$ cat config.mk
export PLATFORM = sky130hd
export DESIGN_NAME = keypad_scan_ctrl
export DESIGN_NICKNAME = d
export VERILOG_FILES = /design/src/rtl/keypad_scan_ctrl.sv
export SDC_FILE = /design/constraint.sdc
export NUM_CORES = 1
export LEC_CHECK = 0
export CORE_UTILIZATION = 28
export CTS_BUF_LIST = sky130_fd_sc_hd__clkbuf_16
export DETAILED_ROUTE_END_ITERATION = 12
export HOLD_SLACK_MARGIN = 0.03
export MAX_ROUTING_LAYER = met4
export PLACE_DENSITY = 0.5
export SYNTH_ARGS = -nofsm -noshare
export SYNTH_HDL_FRONTEND = slang
export SYNTH_SLANG_ARGS = --single-unit
export TNS_END_PERCENT = 30
$ cat constraint.sdc
create_clock -name clk -period 3.6 [get_ports clk]
set_input_delay 0.36 -clock clk [delete_from_list [all_inputs] [get_ports clk]]
set_output_delay 0.36 -clock clk [all_outputs]
set_load 0.01 [all_outputs]
$ cat src/rtl/keypad_scan_ctrl.sv
// keypad_scan_ctrl
//   Matrix-keypad scanner. Drives a one-hot row sweep, samples the column
//   inputs once per row dwell, debounces over whole scan frames and emits one
//   key event per press, with optional auto-repeat while the key is held.
//
// Ports
//   clk        system clock
//   rst        asynchronous, active-low reset
//   in         column sense lines (bit c high while key (driven row, c) pressed)
//   repeat_en  1 = auto-repeat events while a key is held
//   row_sweep  one-hot, active-high row drive
//   key_valid  one-cycle key event pulse
//   key_code   accepted key index, row*COLS+col
//   key_held   high while the accepted key is held
module keypad_scan_ctrl #(
    parameter int unsigned ROWS            = 4,
    parameter int unsigned COLS            = 4,
    parameter int unsigned SCAN_DIV        = 50000,
    parameter int unsigned DEBOUNCE_FRAMES = 4,
    parameter int unsigned REPEAT_DELAY    = 25,
    parameter int unsigned REPEAT_RATE     = 5,
    localparam int unsigned KEY_W          = $clog2(ROWS * COLS)
) (
    input  logic             clk,
    input  logic             rst,
    input  logic [COLS-1:0]  in,
    input  logic             repeat_en,
    output logic [ROWS-1:0]  row_sweep,
    output logic             key_valid,
    output logic [KEY_W-1:0] key_code,
    output logic             key_held
);

    localparam int unsigned CNT_W    = $clog2(SCAN_DIV);
    localparam int unsigned ROW_W    = $clog2(ROWS);
    localparam int unsigned COL_W    = (COLS > 1) ? $clog2(COLS) : 1;
    localparam int unsigned DEB_W    = $clog2(DEBOUNCE_FRAMES + 1);
    // Hold count saturates at the first-repeat point; later repeats are
    // paced by a separate phase counter, so nothing wraps during a long hold.
    localparam int unsigned HOLD_MAX = (REPEAT_DELAY > 1) ? REPEAT_DELAY : 1;
    localparam int unsigned HOLD_W   = $clog2(HOLD_MAX + 1);
    localparam int unsigned RATE_W   = $clog2(REPEAT_RATE + 1);

    typedef enum logic [1:0] {StIdle, StConfirm, StHeld} state_e;

    // Input synchroniser
    logic [COLS-1:0] in_meta_q, in_sync_q;

    // Scan timing
    logic [CNT_W-1:0] cnt_q;
    logic [ROWS-1:0]  row_sweep_q;
    logic [ROW_W-1:0] row_idx_q;
    logic             sample;
    logic             frame_end;

    // Per-frame candidate accumulation
    logic             acc_found_q;
    logic [KEY_W-1:0] acc_code_q;
    logic             cur_any;
    logic [COL_W-1:0] cur_col;
    logic [KEY_W-1:0] row_code;
    logic             frame_found;
    logic [KEY_W-1:0] frame_code;

    // Debounce / repeat FSM
    state_e            state_q, state_d;
    logic [KEY_W-1:0]  cand_q, cand_d;
    logic [DEB_W-1:0]  match_q, match_d;
    logic [DEB_W-1:0]  rel_q, rel_d;
    logic [HOLD_W-1:0] hold_q, hold_d;
    logic [RATE_W-1:0] phase_q, phase_d;
    logic              key_valid_q, key_valid_d;
    logic [KEY_W-1:0]  key_code_q, key_code_d;
    logic              key_held_q, key_held_d;
    logic              accept;
    logic              rep_point;
    logic [DEB_W-1:0]  match_inc, rel_inc;
    logic [RATE_W-1:0] phase_inc;

    assign sample    = (cnt_q == CNT_W'(SCAN_DIV - 1));
    assign frame_end = sample && (row_idx_q == ROW_W'(ROWS - 1));

    always_ff @(posedge clk or negedge rst) begin
        if (!rst) begin
            in_meta_q <= '0;
            in_sync_q <= '0;
        end else begin
            in_meta_q <= in;
            in_sync_q <= in_meta_q;
        end
    end

    always_ff @(posedge clk or negedge rst) begin
        if (!rst) begin
            cnt_q       <= '0;
            row_sweep_q <= ROWS'(1);
            row_idx_q   <= '0;
        end else if (sample) begin
            cnt_q       <= '0;
            row_sweep_q <= {row_sweep_q[ROWS-2:0], row_sweep_q[ROWS-1]};
            row_idx_q   <= frame_end ? '0 : row_idx_q + ROW_W'(1);
        end else begin
            cnt_q <= cnt_q + CNT_W'(1);
        end
    end

    // Lowest pressed column in the current row
    always_comb begin
        cur_any = |in_sync_q;
        cur_col = '0;
        for (int c = int'(COLS) - 1; c >= 0; c--) begin
            if (in_sync_q[c]) cur_col = COL_W'(c);
        end
        row_code = KEY_W'(int'(row_idx_q) * int'(COLS) + int'(cur_col));
    end

    // Rows are visited in ascending order, so the first hit of a frame is the
    // lowest index; the last row is merged combinationally at frame end.
    assign frame_found = acc_found_q | cur_any;
    assign frame_code  = acc_found_q ? acc_code_q : row_code;

    always_ff @(posedge clk or negedge rst) begin
        if (!rst) begin
            acc_found_q <= 1'b0;
            acc_code_q  <= '0;
        end else if (sample) begin
            if (frame_end) begin
                acc_found_q <= 1'b0;
                acc_code_q  <= '0;
            end else if (!acc_found_q && cur_any) begin
                acc_found_q <= 1'b1;
                acc_code_q  <= row_code;
            end
        end
    end

    assign match_inc = match_q + DEB_W'(1);
    assign rel_inc   = rel_q + DEB_W'(1);
    assign phase_inc = phase_q + RATE_W'(1);

    always_comb begin
        state_d     = state_q;
        cand_d      = cand_q;
        match_d     = match_q;
        rel_d       = rel_q;
        hold_d      = hold_q;
        phase_d     = phase_q;
        key_valid_d = 1'b0;
        key_code_d  = key_code_q;
        key_held_d  = key_held_q;
        accept      = 1'b0;
        rep_point   = 1'b0;

        if (frame_end) begin
            unique case (state_q)
                StIdle: begin
                    if (frame_found) begin
                        cand_d  = frame_code;
                        match_d = DEB_W'(1);
                        if (DEBOUNCE_FRAMES <= 1) begin
                            accept = 1'b1;
                        end else begin
                            state_d = StConfirm;
                        end
                    end
                end
                StConfirm: begin
                    if (!frame_found) begin
                        state_d = StIdle;
                        match_d = '0;
                    end else if (frame_code == cand_q) begin
                        if (match_inc == DEB_W'(DEBOUNCE_FRAMES)) begin
                            accept = 1'b1;
                        end else begin
                            match_d = match_inc;
                        end
                    end else begin
                        cand_d  = frame_code;
                        match_d = DEB_W'(1);
                    end
                end
                StHeld: begin
                    if (frame_found && (frame_code == cand_q)) begin
                        rel_d = '0;
                        if (hold_q < HOLD_W'(HOLD_MAX)) begin
                            hold_d = hold_q + HOLD_W'(1);
                            if (hold_d == HOLD_W'(HOLD_MAX)) rep_point = 1'b1;
                        end else if (phase_inc == RATE_W'(REPEAT_RATE)) begin
                            rep_point = 1'b1;
                            phase_d   = '0;
                        end else begin
                            phase_d = phase_inc;
                        end
                        key_valid_d = rep_point && repeat_en;
                    end else if (rel_inc == DEB_W'(DEBOUNCE_FRAMES)) begin
                        state_d    = StIdle;
                        key_held_d = 1'b0;
                        rel_d      = '0;
                        match_d    = '0;
                    end else begin
                        rel_d = rel_inc;
                    end
                end
                default: state_d = StIdle;
            endcase

            // The accepting frame counts as the first hold frame.
            if (accept) begin
                state_d     = StHeld;
                key_valid_d = 1'b1;
                key_code_d  = cand_d;
                key_held_d  = 1'b1;
                match_d     = '0;
                rel_d       = '0;
                hold_d      = HOLD_W'(1);
                phase_d     = '0;
            end
        end
    end

    always_ff @(posedge clk or negedge rst) begin
        if (!rst) begin
            state_q     <= StIdle;
            cand_q      <= '0;
            match_q     <= '0;
            rel_q       <= '0;
            hold_q      <= '0;
            phase_q     <= '0;
            key_valid_q <= 1'b0;
            key_code_q  <= '0;
            key_held_q  <= 1'b0;
        end else begin
            state_q     <= state_d;
            cand_q      <= cand_d;
            match_q     <= match_d;
            rel_q       <= rel_d;
            hold_q      <= hold_d;
            phase_q     <= phase_d;
            key_valid_q <= key_valid_d;
            key_code_q  <= key_code_d;
            key_held_q  <= key_held_d;
        end
    end

    assign row_sweep = row_sweep_q;
    assign key_valid = key_valid_q;
    assign key_code  = key_code_q;
    assign key_held  = key_held_q;

endmodule

### Word-level counts from Yosys, hierarchy flattened

Index checks and enable logic that the tools add are counted.

| cells by class | value |
|---|---|
| add/sub/neg operators | 7 |
| reductions and logical operators | 21 |
| muxes and demuxes | 61 |
| bitwise logic cells | 1 |
| order comparisons | 1 |
| equal/unequal tests | 16 |

Operator list:

| operator | count |
|---|---|
| 3-bit 2-to-1 mux | 16 |
| 4-bit 2-to-1 mux | 6 |
| 1-bit 2-to-1 mux | 21 |
| 2-bit 2-to-1 mux | 10 |
| 5-bit 2-to-1 mux | 4 |
| 16-bit by 1-bit adder with 16-bit output, second input constant | 1 |
| 16-bit equality test, second input constant | 1 |
| 16-bit 2-to-1 mux | 1 |
| 3-bit inequality test, second input constant | 4 |
| 4-bit AND reduction | 3 |
| 2-bit nonzero test | 5 |
| 3-bit by 1-bit adder with 3-bit output, second input constant | 3 |
| 3-bit equality test, second input constant | 3 |
| 3-bit case mux with 3 select lines | 1 |
| 4-bit case mux with 2 select lines | 1 |
| 2-bit case mux with 3 select lines | 1 |
| 2-bit AND reduction | 3 |
| 6-bit AND reduction | 1 |
| 5-bit by 1-bit adder with 5-bit output, second input constant | 1 |
| 5-bit equality test, second input constant | 1 |
| 5-bit less-than comparator, second input constant | 1 |
| 5-bit inequality test, second input constant | 1 |
| 5-bit AND reduction | 1 |
| 4-bit by 2-bit adder with 4-bit output | 1 |
| 11 further kinds | 16 |

| storage, ports and cells | value |
|---|---|
| register bits after elaboration | 61 |
| input bits | 7 |
| output and inout bits | 10 |
| logic and storage cells | 123 |

### Depth between registers and ports, before layout

Gate-level depths: netlist of the first run.

| logic depth | value |
|---|---|
| word-level depth | 16 |
| gate-level depth with buffers | 9 |
| mapped depth without buffers | 8 |

### Worst setup path before layout of the first run

Ideal clock, no wire load.

| path | value |
|---|---|
| path kind | flip-flop to flip-flop |
| start point | reg acc_found_q |
| end point | reg hold_q[0] |
| library setup time | 129 ps |
| clock period less this slack | 2517 ps |
| stages on the path, launching flop included | 9 |
| data arrival time | 2389 ps |
| path buffers | 2 |
| setup slack | 1083 ps |
| required time | 3471 ps |
| cells stage by stage | dfrtp_1 -> buf_6 -> o41ai_1 -> xor2_1 -> or3_1 -> buf_2 -> or4_4 -> nand2_1 -> o21ai_1 |

| between the ends | value |
|---|---|
| longest elaborated chain between the ends | 8 |
| elaborated cells between the ends (all ways) | 13 |
| those cells by class | 1 x eq/ne; 6 x mux; 1 x bitwise; 5 x reduce/logical |

RTL lines:

| item | line | source |
|---|---|---|
| from (decl) | 57 | `logic acc_found_q;` |
| from (signal assigned) | 124 | `acc_found_q <= 1'b0;` |
| from (signal assigned) | 128 | `acc_found_q <= 1'b0;` |
| from (signal assigned) | 131 | `acc_found_q <= 1'b1;` |
| 4-bit 2-to-1 mux | 120 | `assign frame_code = acc_found_q ? acc_code_q : row_code;` |
| 4-bit equality test | 171, 183 |  |
| 1-bit 2-to-1 mux | 171 | `end else if (frame_code == cand_q) begin` |
| 1-bit 2-to-1 mux | 168 | `if (!frame_found) begin` |
| 1-bit 2-to-1 mux | 155 | `unique case (state_q)` |
| 1-bit 2-to-1 mux | 154 | `if (frame_end) begin` |
| 2-bit nonzero test (no source line) | -- |  |
| 4-bit AND reduction (no source line) | -- |  |
| to (signal assigned) | 237 | `hold_q <= hold_d;` |
| to (decl) | 70 | `logic [HOLD_W-1:0] hold_q, hold_d;` |

Parallel ways exist; a longest one is shown, timed or not. The select of a mux whose other input is x is not followed.
A chain may end at the register's enable or synchronous reset.

### Worst setup path in the final report of the first run

Ends and elaborated chain as after synthesis.

==> results of run 1 <==
-- per-stage QoR --
| stage | worst slack, ns | std cells | util | hold slack (ns) | cell area (um2) |
|---|---|---|---|---|---|
| after floorplan | 1.08 | 293 | - | 0.0644 | 3040 |
| after global placement | 0.749 | 440 | 0.323 | 0.337 | 3360 |
| after detailed placement | 0.741 | 440 | 0.323 | 0.343 | 3360 |
| after CTS | 0.736 | 456 | 0.353 | 0.171 | 3670 |
| after global routing | 0.439 | 456 | 0.353 | 0.216 | 3670 |
| final | 0.774 | 456 | 0.353 | 0.141 | 3670 |
-- registers in the layout, summed over array words and instances, names as in the netlist --
name / cells
acc_code_q: 4
in_sync_q: 4
rel_q: 3
cand_q: 4
phase_q: 3
in_meta_q: 4
acc_found_q: 1
hold_q: 5
row_idx_q: 2
cnt_q: 16
key_code: 4
key_held: 1
state_q: 2
match_q: 3
key_valid: 1
row_sweep: 4
-- final cells by class --
type | instances | share of cell area
sequential | 61 | 0.416
multi-input combinational | 212 | 0.391
clock buffer | 9 | 0.0613
timing repair buffer | 20 | 0.0504
tap | 136 | 0.0463
clock inverter | 7 | 0.0242
inverter | 11 | 0.0112
-- kinds of logic (layout without fill, tap and decap cells) --
kind of cell	count (synthesis)	in the layout	synth area share
AOI/OAI and AO/OA	63	63	0.129
and+or+nand+nor	101	101	0.171
adders and majority gates	14	14	0.0576
DFF	61	61	0.502
muxes	15	15	0.0576
xor gates and xnor gates	19	19	0.0547
buffers and inverters	20	47	0.0280
-- metal layers --
layer	part of all wire	vias up	wire, um
li1	-	1091	-
met2	0.47	29	2740
met1	0.49	1056	2840
met5	0	-	0
met3	0.027	6	158
met4	0.011	0	63
-- synthesized netlist by cell type (2+ instances only) --
cell,n,area (um2)
sky130_fd_sc_hd__buf_2,2,10.0
sky130_fd_sc_hd__xor2_1,13,114
sky130_fd_sc_hd__o2bb2ai_1,2,17.5
sky130_fd_sc_hd__o41ai_1,4,35.0
sky130_fd_sc_hd__o21ai_0,24,120
sky130_fd_sc_hd__nand4b_1,2,17.5
sky130_fd_sc_hd__clkbuf_1,5,18.8
sky130_fd_sc_hd__o21ai_1,3,15.0
sky130_fd_sc_hd__nor3_1,5,25.0
sky130_fd_sc_hd__xnor2_1,6,52.6
sky130_fd_sc_hd__inv_1,11,41.3
sky130_fd_sc_hd__a21oi_1,14,70.1
sky130_fd_sc_hd__nor2b_1,2,12.5
sky130_fd_sc_hd__nor2_1,20,75.1
sky130_fd_sc_hd__or3_1,4,25.0
sky130_fd_sc_hd__ha_1,14,175
sky130_fd_sc_hd__nor4_1,3,18.8
sky130_fd_sc_hd__nand3_1,6,30.0
sky130_fd_sc_hd__nand2b_1,4,25.0
sky130_fd_sc_hd__mux2i_1,4,40.0
sky130_fd_sc_hd__nand4_1,2,12.5
sky130_fd_sc_hd__nand2_1,35,131
sky130_fd_sc_hd__dfrtp_1,60,1500
sky130_fd_sc_hd__a31oi_1,3,18.8
sky130_fd_sc_hd__and3_1,5,31.3
sky130_fd_sc_hd__mux2_2,10,113
-- final timing paths --
kind / startpoint / end / slack (ns)
max: acc_found_q / hold_q[0] / 0.77
min: rst / hold_q[3] / 0.14
max reg2reg: acc_found_q / hold_q[0] / 0.77
min reg2reg: in_meta_q[3] / in_sync_q[3] / 0.35
max in group asynchronous: rst / row_sweep[0] / 2.59
min in group clk: in_meta_q[3] / in_sync_q[3] / 0.35
-- worst max-delay path: cells and delay by family, from the launching register on --
kind / cells / cell delay, ns
flops: 1 / 0.52
compound gates: 2 / 0.72
simple gates: 3 / 1.19
xor+xnor: 1 / 0.27
-- cell usage in the layout, fill, tap and decap left out, types with 9 or more instances in the layout --
master                            netlist  layout
sky130_fd_sc_hd__nor2_1                20      20
sky130_fd_sc_hd__mux2_2                10      10
sky130_fd_sc_hd__nand2_1               35      35
sky130_fd_sc_hd__inv_1                 11      11
sky130_fd_sc_hd__clkdlybuf4s50_1        0      15
sky130_fd_sc_hd__xor2_1                13      13
sky130_fd_sc_hd__dfrtp_1               60      60
sky130_fd_sc_hd__o21ai_0               24      24
sky130_fd_sc_hd__ha_1                  14      14
sky130_fd_sc_hd__a21oi_1               14      14
sky130_fd_sc_hd__clkbuf_16              0       9
-- power groups by stage --
stage	Clock, uW	Sequential [uW]	Combinational (uW)
CTS	927	694	35.5
global placement	0	706	35.5
floorplan	0	705	11.8
finish	897	694	33.3
global route	958	694	39.4
detailed placement	0	706	35.4
==> run metrics, run 1 <==
result of the run=completed; H-Tree Depth=3; starting utilization of the core area=0.292; number of endpoints failing setup at the final stage=0; clock slew at the register clock pins of the worst setup and hold paths=roughly 0.050 ns; Inserted Clock Buffers=9; sequential share of power=0.427; setup repair after global routing missed its margin=false; GRT met3 Usage=0.0343; kind of path behind the tightest hold check=in -> async; number of buffers inserted by post-CTS setup repair=0; reported leakage power=around 0.0016 uW; vias after detailed routing=~2200; Critical Path Fanout Max=11; timing-limited maximum frequency=354 MHz; internal power summed over all cells=between 1000 and 1500 uW; length of the first detailed-routing pass in iterations=4; horizontal die dimension=106 um; number of warnings reported in the yosys synthesis log=0; Avg Synthesized Cell Area=between 10 and 15 um2; Design Power=1620 uW; met2 Usage GRT=0.187; final weighted congestion in routability-driven placement=0.758; Synth Register Bits=a little over 60; ratio of routed vias to standard cells=around 4.8; slowest stage cell, crit path=sky130_fd_sc_hd__o41ai_1; number of nets produced by synthesis=between 300 and 400; Global Route Usage Sum=0.120; largest net degree at the start of global routing=38; endpoint type of the worst setup path=flip-flop; proportion of power drawn by combinational gates=0.020; nets=around 340; cell depth of the worst flop-to-flop path=6; final hold viol count=0; Port Buf Inserts=16; number of enable-type register cells in the synthesized netlist=0; Vert. Die Dim=106 um; antenna violations before repair=0; required time of the worst setup path=between 3 and 4 ns; half-perimeter wire length after placement=4160 um; DRC violations left=0; fraction of final layout cells sized beyond drive strength 1=0.116; busiest layer in global routing=met2; number of global-route vias before repair=about 2200; Initial DRC Count=~110; most used flip-flop cell after synthesis=sky130_fd_sc_hd__dfrtp_1; total standard cell area after synthesis=~3000 um2; number of distinct library cells after synthesis=56; global-route congestion overflow total=0; transition at the pin with the smallest max-transition slack=0.866 ns; Max clock buf depth=2; VDD IR max=0.000242 V; critical path's largest stage delay=0.67 ns; I/O pins=17; Antenna Violating Nets Remaining=0; global-route wire length before repair=slightly above 10000 um; relative slew slack=0.414; portion of the post-synthesis area used by sequential elements=0.502; fraction of power spent switching nets=0.198; hold-fix buffer count after cts=0; die area=~11000 um2; sum of negative setup slack=0 ns; switching component of the power=322 uW; clock tree from TritonCTS=yes; portion of total power attributed to the clock network=0.552; Placement Rows=37; Slew Limit Fails=0; clock insertion delay at the later pin of the skew report=about 0.32 ns; Critical Path AT=between 3 and 4 ns; Final period util=0.785; start-to-end type of the worst setup path=reg -> reg; maxcap violations=0; routed len/inst=roughly 13 um; sequence of cells on the critical path=o41ai_1, xor2_1, or3_1, or4_4, nand2_1, o21ai_1; clk root buf=sky130_fd_sc_hd__clkbuf_16; Clock Sinks=61; post-synthesis to final-layout area growth=20.9%; min cycle time layout=2.83 ns; worst-case clock skew=0.00500 ns; post-synthesis cell count=293; filler cell count in the final layout=1051; proportion of synthesized flip-flops having asynchronous set or reset=1.00; ant diodes=0; Resize count post-CTS=0; register area=roughly 1500 um2; met1 routing resource usage after global routing=0.147; power density cells=442 nW/um2; startpoint kind of the worst setup timing path=flip-flop; core footprint=around 10000 um2; area taken by multi-input logic gates=between 1000 and 1500 um2; final routed wirelength across all metal layers=around 5800 um
Power figures use the tool's default switching activity.
==> run 2, diff against run 1 <==
clock period = 2.7 ns   (was 3.6 ns; I/O delays follow)
==> run 2 against run 1 <==
Non-clock buffer count increased by 11. Final cell count rose by 2.4%. Combinational power increased by 58%. Total power up 27%. Clock skew down 0.00059 ns. Global-route usage down 0.076 points. Setup slack worse by 0.61 ns. Clock-buffer cell count unchanged.
==> run metrics, run 2 (synthesized netlist as in run 1, its figures left out) <==
result of the run=completed; Port Buf Inserts=16 (unchanged); final weighted congestion in routability-driven placement=0.769 (+1.4%); final std cells w/o fill=467 (+2.4%); half-perimeter wire length after placement=4290 um (+3.0%); highest-count cells in the layout ignoring fill and taps=sky130_fd_sc_hd__dfrtp_1, sky130_fd_sc_hd__nand2_1, sky130_fd_sc_hd__o21ai_0; routed len/inst=12.9 um (+1.2%); core footprint=10400 um2 (unchanged); ratio of routed vias to standard cells=4.81 (+0.55%); reported leakage power=0.00169 uW (+3.2%); kind of path behind the tightest hold check=in -> async; final routed wirelength across all metal layers=6020 um (+3.7%); relative slew slack=0.673 (+0.260); antenna violations before repair=0 (unchanged); Bufs and invs on worst path=0 (unchanged); clock slew at the register clock pins of the worst setup and hold paths=0.05 ns (about the same); Design Power=2070 uW (+27%); required time of the worst setup path=2.90 ns (-0.90 ns); setup repair after global routing missed its margin=false; vias after detailed routing=2247 (+3.0%); starting utilization of the core area=0.292 (unchanged); sequence of cells on the critical path=mux2i_2, xnor2_1, or3_4, or3_1, or4_4, nand2_1, o21ai_1; I/O pins=17 (unchanged); global-route congestion overflow total=0 (unchanged); startpoint kind of the worst setup timing path=flip-flop; Placement Rows=37 (unchanged); Vert. Die Dim=106 um (unchanged); number of global-route vias before repair=2195 (+0.73%); Top Family by Delay on Critical Path=simple AND/OR/NAND/NOR gates; min cycle time layout=2.54 ns (-0.289 ns); length of the first detailed-routing pass in iterations=4 (unchanged); H-Tree Depth=3 (unchanged); flip-flop count of the largest register, all copies and words added=16 (unchanged); clk root buf=sky130_fd_sc_hd__clkbuf_16; clock tree from TritonCTS=yes; clock insertion delay at the later pin of the skew report=0.32 ns (about the same); endpoint type of the worst setup path=flip-flop; timing-limited maximum frequency=394 MHz (+11%); die area=11300 um2 (unchanged); Final period util=0.940 (+0.155); final hold viol count=0 (unchanged); horizontal die dimension=106 um (unchanged); instance area at placement=3440 um2 (+2.2%); Critical Path Fanout Max=11 (unchanged); sum of negative setup slack=0 ns (unchanged); post-synthesis to final-layout area growth=23.3%; post-placement cell count=450 (+2.3%); DRC violations left=0 (unchanged); Critical Path AT=2.73 ns (-0.29 ns); Clock Sinks=61 (unchanged); global-route wire length before repair=10300 um (-0.14%); fraction of final layout cells sized beyond drive strength 1=0.151 (+0.0354); utilization after layout=0.360 (+0.00721); maxcap violations=0 (unchanged); start-to-end type of the worst setup path=reg -> reg; Slew Limit Fails=0 (unchanged); number of buffers inserted by post-CTS setup repair=0 (unchanged); power density cells=551 nW/um2 (+25%); leading cell type in the layout, fill and taps excluded=sky130_fd_sc_hd__dfrtp_1; Initial DRC Count=87 (-23%); nets=347 (+3.3%); largest net degree at the start of global routing=33 (-13%); total non-filler cell area in the finished layout=3750 um2 (+2.0%); VDD IR max=0.000283 V (+17%); internal reg-to-reg setup slack=0.16 ns (-0.61 ns); registers with the highest flip-flop counts=cnt_q x16, hold_q x5; ant diodes=0 (unchanged); register name with the most flops=cnt_q; transition at the pin with the smallest max-transition slack=0.486 ns (-0.380 ns); worst-case clock skew=0.00442 ns (-0.000586 ns); Max clock buf depth=2 (unchanged); Inserted Clock Buffers=9 (unchanged); Global Route Usage Sum=0.120 (-0.000759); number of endpoints failing setup at the final stage=0 (unchanged); Antenna Violating Nets Remaining=0 (unchanged); critical path's largest stage delay=0.57 ns (-0.10 ns); slowest stage cell, crit path=sky130_fd_sc_hd__or4_4
run 2: final timing paths:
path,from,endpoint,cells after the start
hold / removal,rst,hold_q[4],2
setup reg to reg,acc_found_q,hold_q[0],7
hold reg to reg,in_meta_q[1],in_sync_q[1],0
setup / recovery,acc_found_q,hold_q[0],7
min in group clk,in_meta_q[1],in_sync_q[1],0
max in group asynchronous,rst,row_sweep[0],3
run 2: routing by layer:
metal	GRT usage	vias up	share of wire
met5	-	-	0
met4	0.0446	0	0.0052
met3	0.0331	4	0.030
met2	0.179	29	0.47
met1	0.154	1103	0.49
li1	-	1111	-
run 2: timing repair:
item / CTS / global route
hold buffers: 1 / 0
hold endpoints to repair: 4 / 0
endpoints found under the setup margin: 0 / 14
gates resized for setup: 0 / 4
run 2: final cells by class:
class	count	area, um2
clock buffer	9	225
clock inverter	7	58.8
fill	1065	6670
inverter	11	41.3
multi-input combinational	212	1460
sequential	61	1530
tap	136	170
timing repair buffer	31	270
run 2: worst register-to-register path, cell delays in order, from the launching register on:
cell and delay (ns):
sky130_fd_sc_hd__dfrtp_2 0.50, sky130_fd_sc_hd__mux2i_2 0.29, sky130_fd_sc_hd__xnor2_1 0.11, sky130_fd_sc_hd__or3_4 0.38, sky130_fd_sc_hd__or3_1 0.42, sky130_fd_sc_hd__or4_4 0.57
sky130_fd_sc_hd__nand2_1 0.08, sky130_fd_sc_hd__o21ai_1 0.05
run 2: power breakdown:
part           total, uW  leakage (uW)  switching (uW)  internal [uW]
registers            926      0.000814            4.54            921
logic               52.5      0.000732            32.7           19.8
clock network       1090      0.000145             390            700
total               2070       0.00169             427           1640
run 2: stage by stage:
stage	hold slack, ns	setup slack, ns
after floorplan	-0.0256	0.183
after global placement	0.108	0.109
after detailed placement	0.108	0.0263
after CTS	0.288	0.0162
after global routing	0.329	0.00988
final	0.308	0.163
